### config.mk
export PLATFORM = sky130hd
export DESIGN_NAME = ball_sequencer
export DESIGN_NICKNAME = d
export VERILOG_FILES = /design/src/rtl/ball_sequencer.sv
export SDC_FILE = /design/constraint.sdc
export NUM_CORES = 1
export LEC_CHECK = 0
export BUFFER_PORTS_ARGS = -buffer_cell sky130_fd_sc_hd__buf_4
export CORE_AREA = 2 2 87 110
export DETAILED_ROUTE_END_ITERATION = 6
export DIE_AREA = 0 0 89 112
export HOLD_SLACK_MARGIN = 0.06
export SLEW_MARGIN = 20
export SYNTH_ARGS = -nofsm -noshare
export SYNTH_HDL_FRONTEND = slang
export SYNTH_SLANG_ARGS = --single-unit
### constraint.sdc
create_clock -name pixel_clk -period 6.6 [get_ports pixel_clk]
set_input_delay 0.33 -clock pixel_clk [delete_from_list [all_inputs] [get_ports pixel_clk]]
set_output_delay 0.33 -clock pixel_clk [all_outputs]
set_load 0.05 [all_outputs]
### src/rtl/ball_sequencer.sv
// ---------------------------------------------------------------------------
// ball_sequencer
//   Moves a single ball around the play field at one pixel per motion tick,
//   bounces it off the top/bottom/left walls and off the paddle on the right,
//   counts misses in a thermometer-coded score and sequences the game
//   through serve, play, miss hold-off and game-over.
//
//   state | meaning
//   ------+-------------------------------------------------------------
//   IDLE  | ball parked at (64,32) dir (1,1), waiting for start
//   PLAY  | ball moves one pixel per tick on both axes
//   MISS  | ball frozen for MISS_TICKS ticks, then re-served from home
//   OVER  | ball frozen after the fourth miss, waiting for clr_score
//
// Ports
//   pixel_clk        in   clock, all state updates on rising edge
//   resetn           in   asynchronous active-low reset
//   start            in   serve request, only looked at in IDLE
//   clr_score        in   synchronous score clear (also leaves OVER)
//   paddle_y[10:0]   in   paddle top line (8..408)
//   ball_x/ball_y    out  ball top-left pixel
//   dir_x/dir_y      out  1 = moving +1 px per tick, 0 = -1 px per tick
//   score[7:0]       out  thermometer miss count, two bits per miss
//   state[1:0]       out  IDLE=0 PLAY=1 MISS=2 OVER=3
//   miss             out  one-cycle pulse on a detected miss
//   tick             out  one-cycle motion-tick pulse
// ---------------------------------------------------------------------------
module ball_sequencer #(
    parameter int TICK_DIV   = 131072,
    parameter int MISS_TICKS = 64
) (
    input  logic        pixel_clk,
    input  logic        resetn,
    input  logic        start,
    input  logic        clr_score,
    input  logic [10:0] paddle_y,
    output logic [10:0] ball_x,
    output logic [10:0] ball_y,
    output logic        dir_x,
    output logic        dir_y,
    output logic [7:0]  score,
    output logic [1:0]  state,
    output logic        miss,
    output logic        tick
);

    localparam int CNT_W  = $clog2(TICK_DIV);
    localparam int MISS_W = (MISS_TICKS > 1) ? $clog2(MISS_TICKS) : 1;

    localparam logic [CNT_W-1:0]  CNT_LAST  = CNT_W'(TICK_DIV - 1);
    localparam logic [MISS_W-1:0] HOLD_LAST = MISS_W'(MISS_TICKS - 1);

    localparam logic [10:0] HOME_X = 11'd64;
    localparam logic [10:0] HOME_Y = 11'd32;
    localparam logic [10:0] X_MIN  = 11'd8;
    localparam logic [10:0] X_PAD  = 11'd600;
    localparam logic [10:0] X_OUT  = 11'd624;
    localparam logic [10:0] Y_MIN  = 11'd8;
    localparam logic [10:0] Y_MAX  = 11'd462;

    typedef enum logic [1:0] {
        S_IDLE = 2'd0,
        S_PLAY = 2'd1,
        S_MISS = 2'd2,
        S_OVER = 2'd3
    } state_e;

    state_e             state_q, state_d;
    logic [CNT_W-1:0]   cnt_q, cnt_d;
    logic               tick_q, tick_d;
    logic               miss_q, miss_d;
    logic [10:0]        ball_x_q, ball_x_d;
    logic [10:0]        ball_y_q, ball_y_d;
    logic               dir_x_q, dir_x_d;
    logic               dir_y_q, dir_y_d;
    logic [7:0]         score_q, score_d;
    logic [MISS_W-1:0]  hold_q, hold_d;

    logic        tick_now;
    logic        start_acc;
    logic        miss_hit;
    logic        hold_done;
    logic [7:0]  score_upd;
    logic [11:0] paddle_bot;
    logic        in_paddle;
    logic        flip_x;
    logic        flip_y;
    logic        nx_dir_x;
    logic        nx_dir_y;

    // ---------------------------------------------------------------------
    // Shared qualifiers
    // ---------------------------------------------------------------------
    assign tick_now  = (cnt_q == CNT_LAST);
    assign start_acc = (state_q == S_IDLE) && start;
    assign miss_hit  = (state_q == S_PLAY) && tick_now &&
                       (ball_x_q == X_OUT) && dir_x_q;
    assign hold_done = (state_q == S_MISS) && tick_now && (hold_q == '0);
    assign score_upd = (score_q == 8'h00) ? 8'h03 : {score_q[5:0], 2'b11};

    // Paddle window is computed one bit wider so a paddle near the bottom
    // cannot wrap the upper bound.
    assign paddle_bot = {1'b0, paddle_y} + 12'd64;
    assign in_paddle  = ({1'b0, ball_y_q} > {1'b0, paddle_y}) &&
                        ({1'b0, ball_y_q} < paddle_bot);

    assign flip_y = ((ball_y_q == Y_MIN) && !dir_y_q) ||
                    ((ball_y_q == Y_MAX) &&  dir_y_q);
    assign flip_x = ((ball_x_q == X_MIN) && !dir_x_q) ||
                    ((ball_x_q == X_PAD) &&  dir_x_q && in_paddle);
    assign nx_dir_x = dir_x_q ^ flip_x;
    assign nx_dir_y = dir_y_q ^ flip_y;

    // ---------------------------------------------------------------------
    // State register
    // ---------------------------------------------------------------------
    always_ff @(posedge pixel_clk or negedge resetn) begin
        if (!resetn) begin
            state_q  <= S_IDLE;
            cnt_q    <= '0;
            tick_q   <= 1'b0;
            miss_q   <= 1'b0;
            ball_x_q <= HOME_X;
            ball_y_q <= HOME_Y;
            dir_x_q  <= 1'b1;
            dir_y_q  <= 1'b1;
            score_q  <= 8'h00;
            hold_q   <= '0;
        end else begin
            state_q  <= state_d;
            cnt_q    <= cnt_d;
            tick_q   <= tick_d;
            miss_q   <= miss_d;
            ball_x_q <= ball_x_d;
            ball_y_q <= ball_y_d;
            dir_x_q  <= dir_x_d;
            dir_y_q  <= dir_y_d;
            score_q  <= score_d;
            hold_q   <= hold_d;
        end
    end

    // ---------------------------------------------------------------------
    // Next-state logic
    // ---------------------------------------------------------------------
    always_comb begin
        state_d = state_q;
        unique case (state_q)
            S_IDLE: if (start) state_d = S_PLAY;
            S_PLAY: begin
                // A same-cycle clear keeps the score at zero, so it can
                // never reach game-over on that miss.
                if (miss_hit) begin
                    state_d = (!clr_score && (score_upd == 8'hFF)) ? S_OVER : S_MISS;
                end
            end
            S_MISS: if (hold_done) state_d = S_PLAY;
            S_OVER: if (clr_score) state_d = S_IDLE;
            default: state_d = S_IDLE;
        endcase
    end

    // ---------------------------------------------------------------------
    // Datapath / output logic
    // ---------------------------------------------------------------------
    always_comb begin
        ball_x_d = ball_x_q;
        ball_y_d = ball_y_q;
        dir_x_d  = dir_x_q;
        dir_y_d  = dir_y_q;
        hold_d   = hold_q;
        miss_d   = 1'b0;

        // Counter restarts on serve so the first move is a full period away.
        if (start_acc || tick_now) begin
            cnt_d = '0;
        end else begin
            cnt_d = cnt_q + CNT_W'(1);
        end
        tick_d = (cnt_d == CNT_LAST);

        if (clr_score) begin
            score_d = 8'h00;
        end else if (miss_hit) begin
            score_d = score_upd;
        end else begin
            score_d = score_q;
        end

        unique case (state_q)
            S_IDLE: begin
                ball_x_d = HOME_X;
                ball_y_d = HOME_Y;
                dir_x_d  = 1'b1;
                dir_y_d  = 1'b1;
            end
            S_PLAY: begin
                if (miss_hit) begin
                    miss_d = 1'b1;
                    hold_d = HOLD_LAST;
                end else if (tick_now) begin
                    dir_x_d  = nx_dir_x;
                    dir_y_d  = nx_dir_y;
                    ball_x_d = nx_dir_x ? ball_x_q + 11'd1 : ball_x_q - 11'd1;
                    ball_y_d = nx_dir_y ? ball_y_q + 11'd1 : ball_y_q - 11'd1;
                end
            end
            S_MISS: begin
                if (hold_done) begin
                    ball_x_d = HOME_X;
                    ball_y_d = HOME_Y;
                    dir_x_d  = 1'b1;
                    dir_y_d  = 1'b1;
                end else if (tick_now) begin
                    hold_d = hold_q - MISS_W'(1);
                end
            end
            S_OVER: begin
                if (clr_score) begin
                    ball_x_d = HOME_X;
                    ball_y_d = HOME_Y;
                    dir_x_d  = 1'b1;
                    dir_y_d  = 1'b1;
                end
            end
            default: ;
        endcase
    end

    assign ball_x = ball_x_q;
    assign ball_y = ball_y_q;
    assign dir_x  = dir_x_q;
    assign dir_y  = dir_y_q;
    assign score  = score_q;
    assign state  = state_q;
    assign miss   = miss_q;
    assign tick   = tick_q;

endmodule

# Word level (Yosys, flattened, before mapping)
# Index checks and enable logic that the tools add are counted.
# totals
regBits,59
inputBits,15
output_inout_bits,36
# classes
n_addsub,7
order_cmp,2
eq_ne,19
mux,36
bitwise_logic,2
n_reduce_logical,27
# ops
operator,count
$mux W11,10
$pmux W11 S4,2
$eq A17 B17 Y1 const B,2
$mux W8,3
$add A11 B1 Y11 const B,2
$eq A11 B10 Y1 const B,2
$eq A11 B4 Y1 const B,2
$sub A11 B1 Y11 const B,2
$mux W6,3
$add A17 B1 Y17 const B,1
$mux W17,1
$ne A2 B2 Y1 const B,8
$logic_and A1 B1 Y1,13
$add A11 B7 Y12 const B,1
$lt A11 B12 Y1,1
$pmux W6 S2,1
$reduce_and A4 Y1,3
$eq A11 B9 Y1 const B,1
$gt A11 B11 Y1,1
$mux W1,9
$eq A8 B8 Y1 const B,1
$logic_not A8 Y1,1
$mux W2,4
$pmux W1 S4,2
other kinds (10),17

# Depth between registers and ports, before layout
# logic_depth
word_depth,10
depth_mapped,19
mapped_depth_nobuf,18

# Worst setup path before layout
# Ideal clock, no wire load.
# synth_path
path_type,register to register
start,"reg ball_y_q[6], in the netlist ball_y[6]"
end,"reg ball_x_q[8], in the netlist ball_x[8]"
arrival_time_ns,3.745
required_ns,6.465
path_slack_ns,2.720
path_stages_with_launch,17
path_buffers,1
path_cell_list,dfrtp_1 ha_1 a21oi_1 o21ai_0 a2111o_1 a41oi_2 or2_1 buf_4 inv_4 mux2_2 ha_1 nor2_1 and3_1 a211oi_1 or3_1 xnor2_1 o21ai_0
# synth_via
elab_chain_cells,9
elab_cells_between_ends,10
cone_classes,2 x order compare; 4 x mux; 1 x bitwise; 3 x reduce/logical
# synth_rtl
element,line,rtl
"start, declared",73,"logic [10:0] ball_y_q, ball_y_d;"
"start signal, assigned",135,ball_y_q <= ball_y_d;
$lt A11 B12 Y1 or $gt A11 B11 Y1 (tied branches),"105, 104",
$logic_and A1 B1 Y1 (*),104,"assign in_paddle = ({1'b0, ball_y_q} > {1'b0, paddle_y}) &&"
$logic_and A1 B1 Y1 (*),110,((ball_x_q == X_PAD) && dir_x_q && in_paddle);
$logic_or A1 B1 Y1 (*),109,assign flip_x = ((ball_x_q == X_MIN) && !dir_x_q) ||
$xor A1 B1 Y1 (*),111,assign nx_dir_x = dir_x_q ^ flip_x;
$mux W11 (*),204,ball_x_d = nx_dir_x ? ball_x_q + 11'd1 : ball_x_q - 11'd1;
$mux W11 (*),201,end else if (tick_now) begin
$mux W11 (*),198,if (miss_hit) begin
$pmux W11 S4 (*),190,unique case (state_q)
"end signal, assigned",134,ball_x_q <= ball_x_d;
"end, declared",72,"logic [10:0] ball_x_q, ball_x_d;"
# Every way passes the cells marked *; elsewhere a longest branch is shown, timed or not. The select of a mux whose other input is x is not followed.
# A chain may end at the register's enable or synchronous reset.

# Worst setup path in the final report
# Ends and elaborated chain as after synthesis.

==> flow_summary_export.csv <==
group,metric,value,unit
worst_setup_path,r2r_setup_slack,2.20,ns
worst_setup_path,path_class,"flip-flop to flip-flop",
routing,wl_per_cell,15.2,µm
yosys,synth_seq_cells,55,
yosys,synth_flop_cell,"dfrtp_1",
placed_design,hpwl,6890,µm
pwr,leakagePower,2.14,nW
yosys,synth_xor_area_share,6.29,%
pwr,p_int,0.529,mW
worst_setup_path,crit_fanout,16,
yosys,ys_types,59,
yosys,synth_nets,498,
sta,slew_viol_final,0,
clocking,cts_max_level,2,
worst_setup_path,r2r-start,"ball_y[6]$_DFFE_PN0P_",
sta,fin_tns_setup,0,ns
sta,grt_setup_unrepaired,"false",
layout,fillCellCount,883,
outcome,status,"complete, no violations",
yosys,synth.top_cell.area_share,32.7,%
layout,drive_above_1_share,15.3,%
worst_setup_path,start_kind,"flip-flop",
worst_setup_path,worstPathRequired,6.80,ns
worst_hold_path,hp-class,"primary input to asynchronous set/reset pin",
grt,overflow,0,
yosys,syn_area,0.00390,mm²
grt,grt_usage,19.4,%
grt,grt_first_pass_wirelength,15300,µm
clocking,cts-resized-gates,0,
routing,viasPerCell,5.57,
worst_setup_path,crit_chain,"ha_1, a21oi_1, o21ai_0, a2111o_1, a41oi_2, or2_1, inv_4, mux2_2, ha_1, nor2_1, and3_1, a211oi_1, or3_1, xnor2_1, o21ai_0",
sta,fin_crit,4.40,ns
pwr,seq_power_share,50.6,%
yosys,synth_area_leaders,"dfrtp_1, ha_1, nand2_1",
die,die_h,112,µm
yosys,yosysWarnings,0,
clocking,ctsHoldBuffers,0,
yosys,synth.most_common_cell,"nand2_1",
clocking,clk_latency,0.29,ns
yosys,synth_fa_ha_area_share,10.5,%
routing,first_pass_iters,4,
routing,ant_nets,0,
routing,wl,9340,µm
routing,drt_iter0_drc,184,
worst_setup_path,cp_top_family,"compound AO/OA/AOI/OAI gates",
pwr,swShare,20.7,%
sta,finalSetupViolCount,0,
die,row_count,39,
layout,area_growth,15.6,%
yosys,synthSimpleGateAreaFrac,23.6,%
job,drv_cap,0,
placed_design,dp_cells,606,
sta,maxSlewHeadroom,46.3,%
clocking,cts_buffers,5,
yosys,synth-compound-area-share,17.7,%
clocking,cts_tree,"built",
worst_setup_path,critPathMaxStageDelay,0.62,ns
yosys,async_flop_share,100,%
die,floorplan.initialDensity,43.5,%
layout,n_antenna_cell,0,
sta,post-route-period-util,66.7,%
yosys,synth_area_leader_cell,"dfrtp_1",
pwr,switchingPower,0.138,mW
pwr,combinationalPowerShare,4.4,%
die,coreArea,0.00898,mm²
clocking,path_clk_slew,0.07,ns
clocking,cts_buffer_depth,2,
sta,clock.fmax,227,MHz
clocking,cts_sinks,55,
worst_setup_path,slowest_stage,"a41oi_2",
sta,worstMarginPinSlew,0.803,ns
pwr,power_density,148,mW/mm²
yosys,synth_top_family_by_area,"simple AND/OR/NAND/NOR gates",
yosys,synth.cells.most_frequent,"nand2_1, dfrtp_1, nor2_1",
routing,drc,0,
worst_setup_path,crit_buf_inv,1,
layout,instances_no_fill,614,
grt,grt_pass1_vias,3236,
sta,finalHoldViolCount,0,
placed_design,io_buffers,50,
placed_design,place_congestion,0.938,
yosys,synth_area_per_cell,8.65,µm²
worst_setup_path,reg2reg_to,"ball_x[8]$_DFFE_PN0P_",
layout,nets,537,
worst_setup_path,rr_worst_depth,15,
routing,vias,3421,
placed_design,place_area,0.00435,mm²
worst_setup_path,arrival,4.60,ns
yosys,synth-edff-count,0,
clocking,post_cts_buffers,0,
sta,finalClockSkew,0.00846,ns
die,dieArea,0.00997,mm²
pwr,p_clk_share,45.0,%
layout,final_area,0.00451,mm²
yosys,syn-instance-count,451,
pwr,p_total,0.666,mW
yosys,synth_seq_area_share,35.4,%
grt,antenna_found_initial,0,
clocking,cts_root_buf,"clkbuf_16",
pwr,vdd_ir_drop_max,113,µV
worst_setup_path,crit_path_end_kind,"flip-flop",
grt,grt_max_degree,56,
die,fp.dieW,89,µm
die,io_pins,51,
yosys,synth_mux_area_share,1.44,%
## through the flow
step	hold slack [ns]	utilization (%)	setup slack, ns
after floorplan	0.0344	-	2.72
after global placement	0.434	48.4	2.23
after detailed placement	0.434	48.4	2.20
after CTS	0.111	50.2	2.23
after global routing	0.144	50.2	1.91
final	0.0794	50.2	2.20
## sequential cells by signal, indices dropped and copies added (netlist names)
| signal | flops |
|---|---|
| score | 4 |
| ball_y | 11 |
| state | 2 |
| dir_x | 1 |
| cnt_q | 17 |
| dir_y | 1 |
| tick | 1 |
| miss | 1 |
| hold_q | 6 |
| ball_x | 11 |
## layer usage
metal	part of all wire [%]	vias up	routed length (µm)	track usage, %
met5	0	-	0	0
met2	50	73	4680	33.3
met3	3.5	17	326	3.26
li1	-	1694	-	-
met1	44	1637	4110	24.2
met4	2.3	0	214	6.87
## layout make-up
type / instances / area [µm²] / area share, %
clock buffer: 7 / 133 / 2.94
clock inverter: 1 / 30.0 / 0.666
inverter: 27 / 104 / 2.30
multi-input combinational: 350 / 2320 / 51.5
sequential: 55 / 1380 / 30.6
tap: 123 / 154 / 3.41
timing repair buffer: 51 / 383 / 8.49
## logic make-up (layout without fill, tap and decap cells)
family	count (synthesis)	in the layout
and+or+nand+nor	180	180
adders and majority gates	32	32
DFF	55	55
AOI/OAI and AO/OA	105	105
xor gates and xnor gates	28	28
buffers and inverters	46	86
muxes	5	5
## power groups by stage
stage               combinational (mW)  clock [mW]  sequential (mW)
floorplan                       0.0117           0            0.343
global placement                0.0293           0            0.343
detailed placement              0.0300           0            0.343
CTS                             0.0300       0.310            0.337
global route                    0.0337       0.321            0.337
finish                          0.0293       0.300            0.337
## worst max path at each step
stage	from	end	slack, ns	cells after the start
final	ball_y[6]$_DFFE_PN0P_	ball_x[8]$_DFFE_PN0P_	2.20	15
after floorplan	ball_y[6]$_DFFE_PN0P_	ball_x[8]$_DFFE_PN0P_	2.72	16
after global placement	paddle_y[6]	ball_x[10]$_DFFE_PN0P_	2.23	19
after CTS	ball_y[6]$_DFFE_PN0P_	ball_x[8]$_DFFE_PN0P_	2.23	15
after global routing	cnt_q[0]$_DFF_PN0_	ball_x[5]$_DFFE_PN0P_	1.91	14
after detailed placement	paddle_y[6]	ball_x[10]$_DFFE_PN0P_	2.20	19
## placed cells by master (no fill, tap or decap), types with 3 or more instances in the layout
master and count:
nor4_1 6, and3_1 7, or2_2 4, a211oi_1 4, or3_1 7, dfstp_2 4, buf_4 51, a22oi_1 4
or4_1 5, dfrtp_1 51, xnor2_1 16, a21oi_1 29, and4b_1 3, nor3_1 4, o21ai_0 27, clkbuf_16 5
nor2_1 39, a21o_1 7, a2111oi_0 3, nand2_1 54, o211ai_1 3, and4_1 4, o21bai_1 3, o31ai_1 5
nand3b_1 7, nand3_1 21, mux2i_1 3, xor2_1 12, nand4_1 7, nand2b_1 4, ha_1 31, inv_1 26
Power figures use the tool's default switching activity.
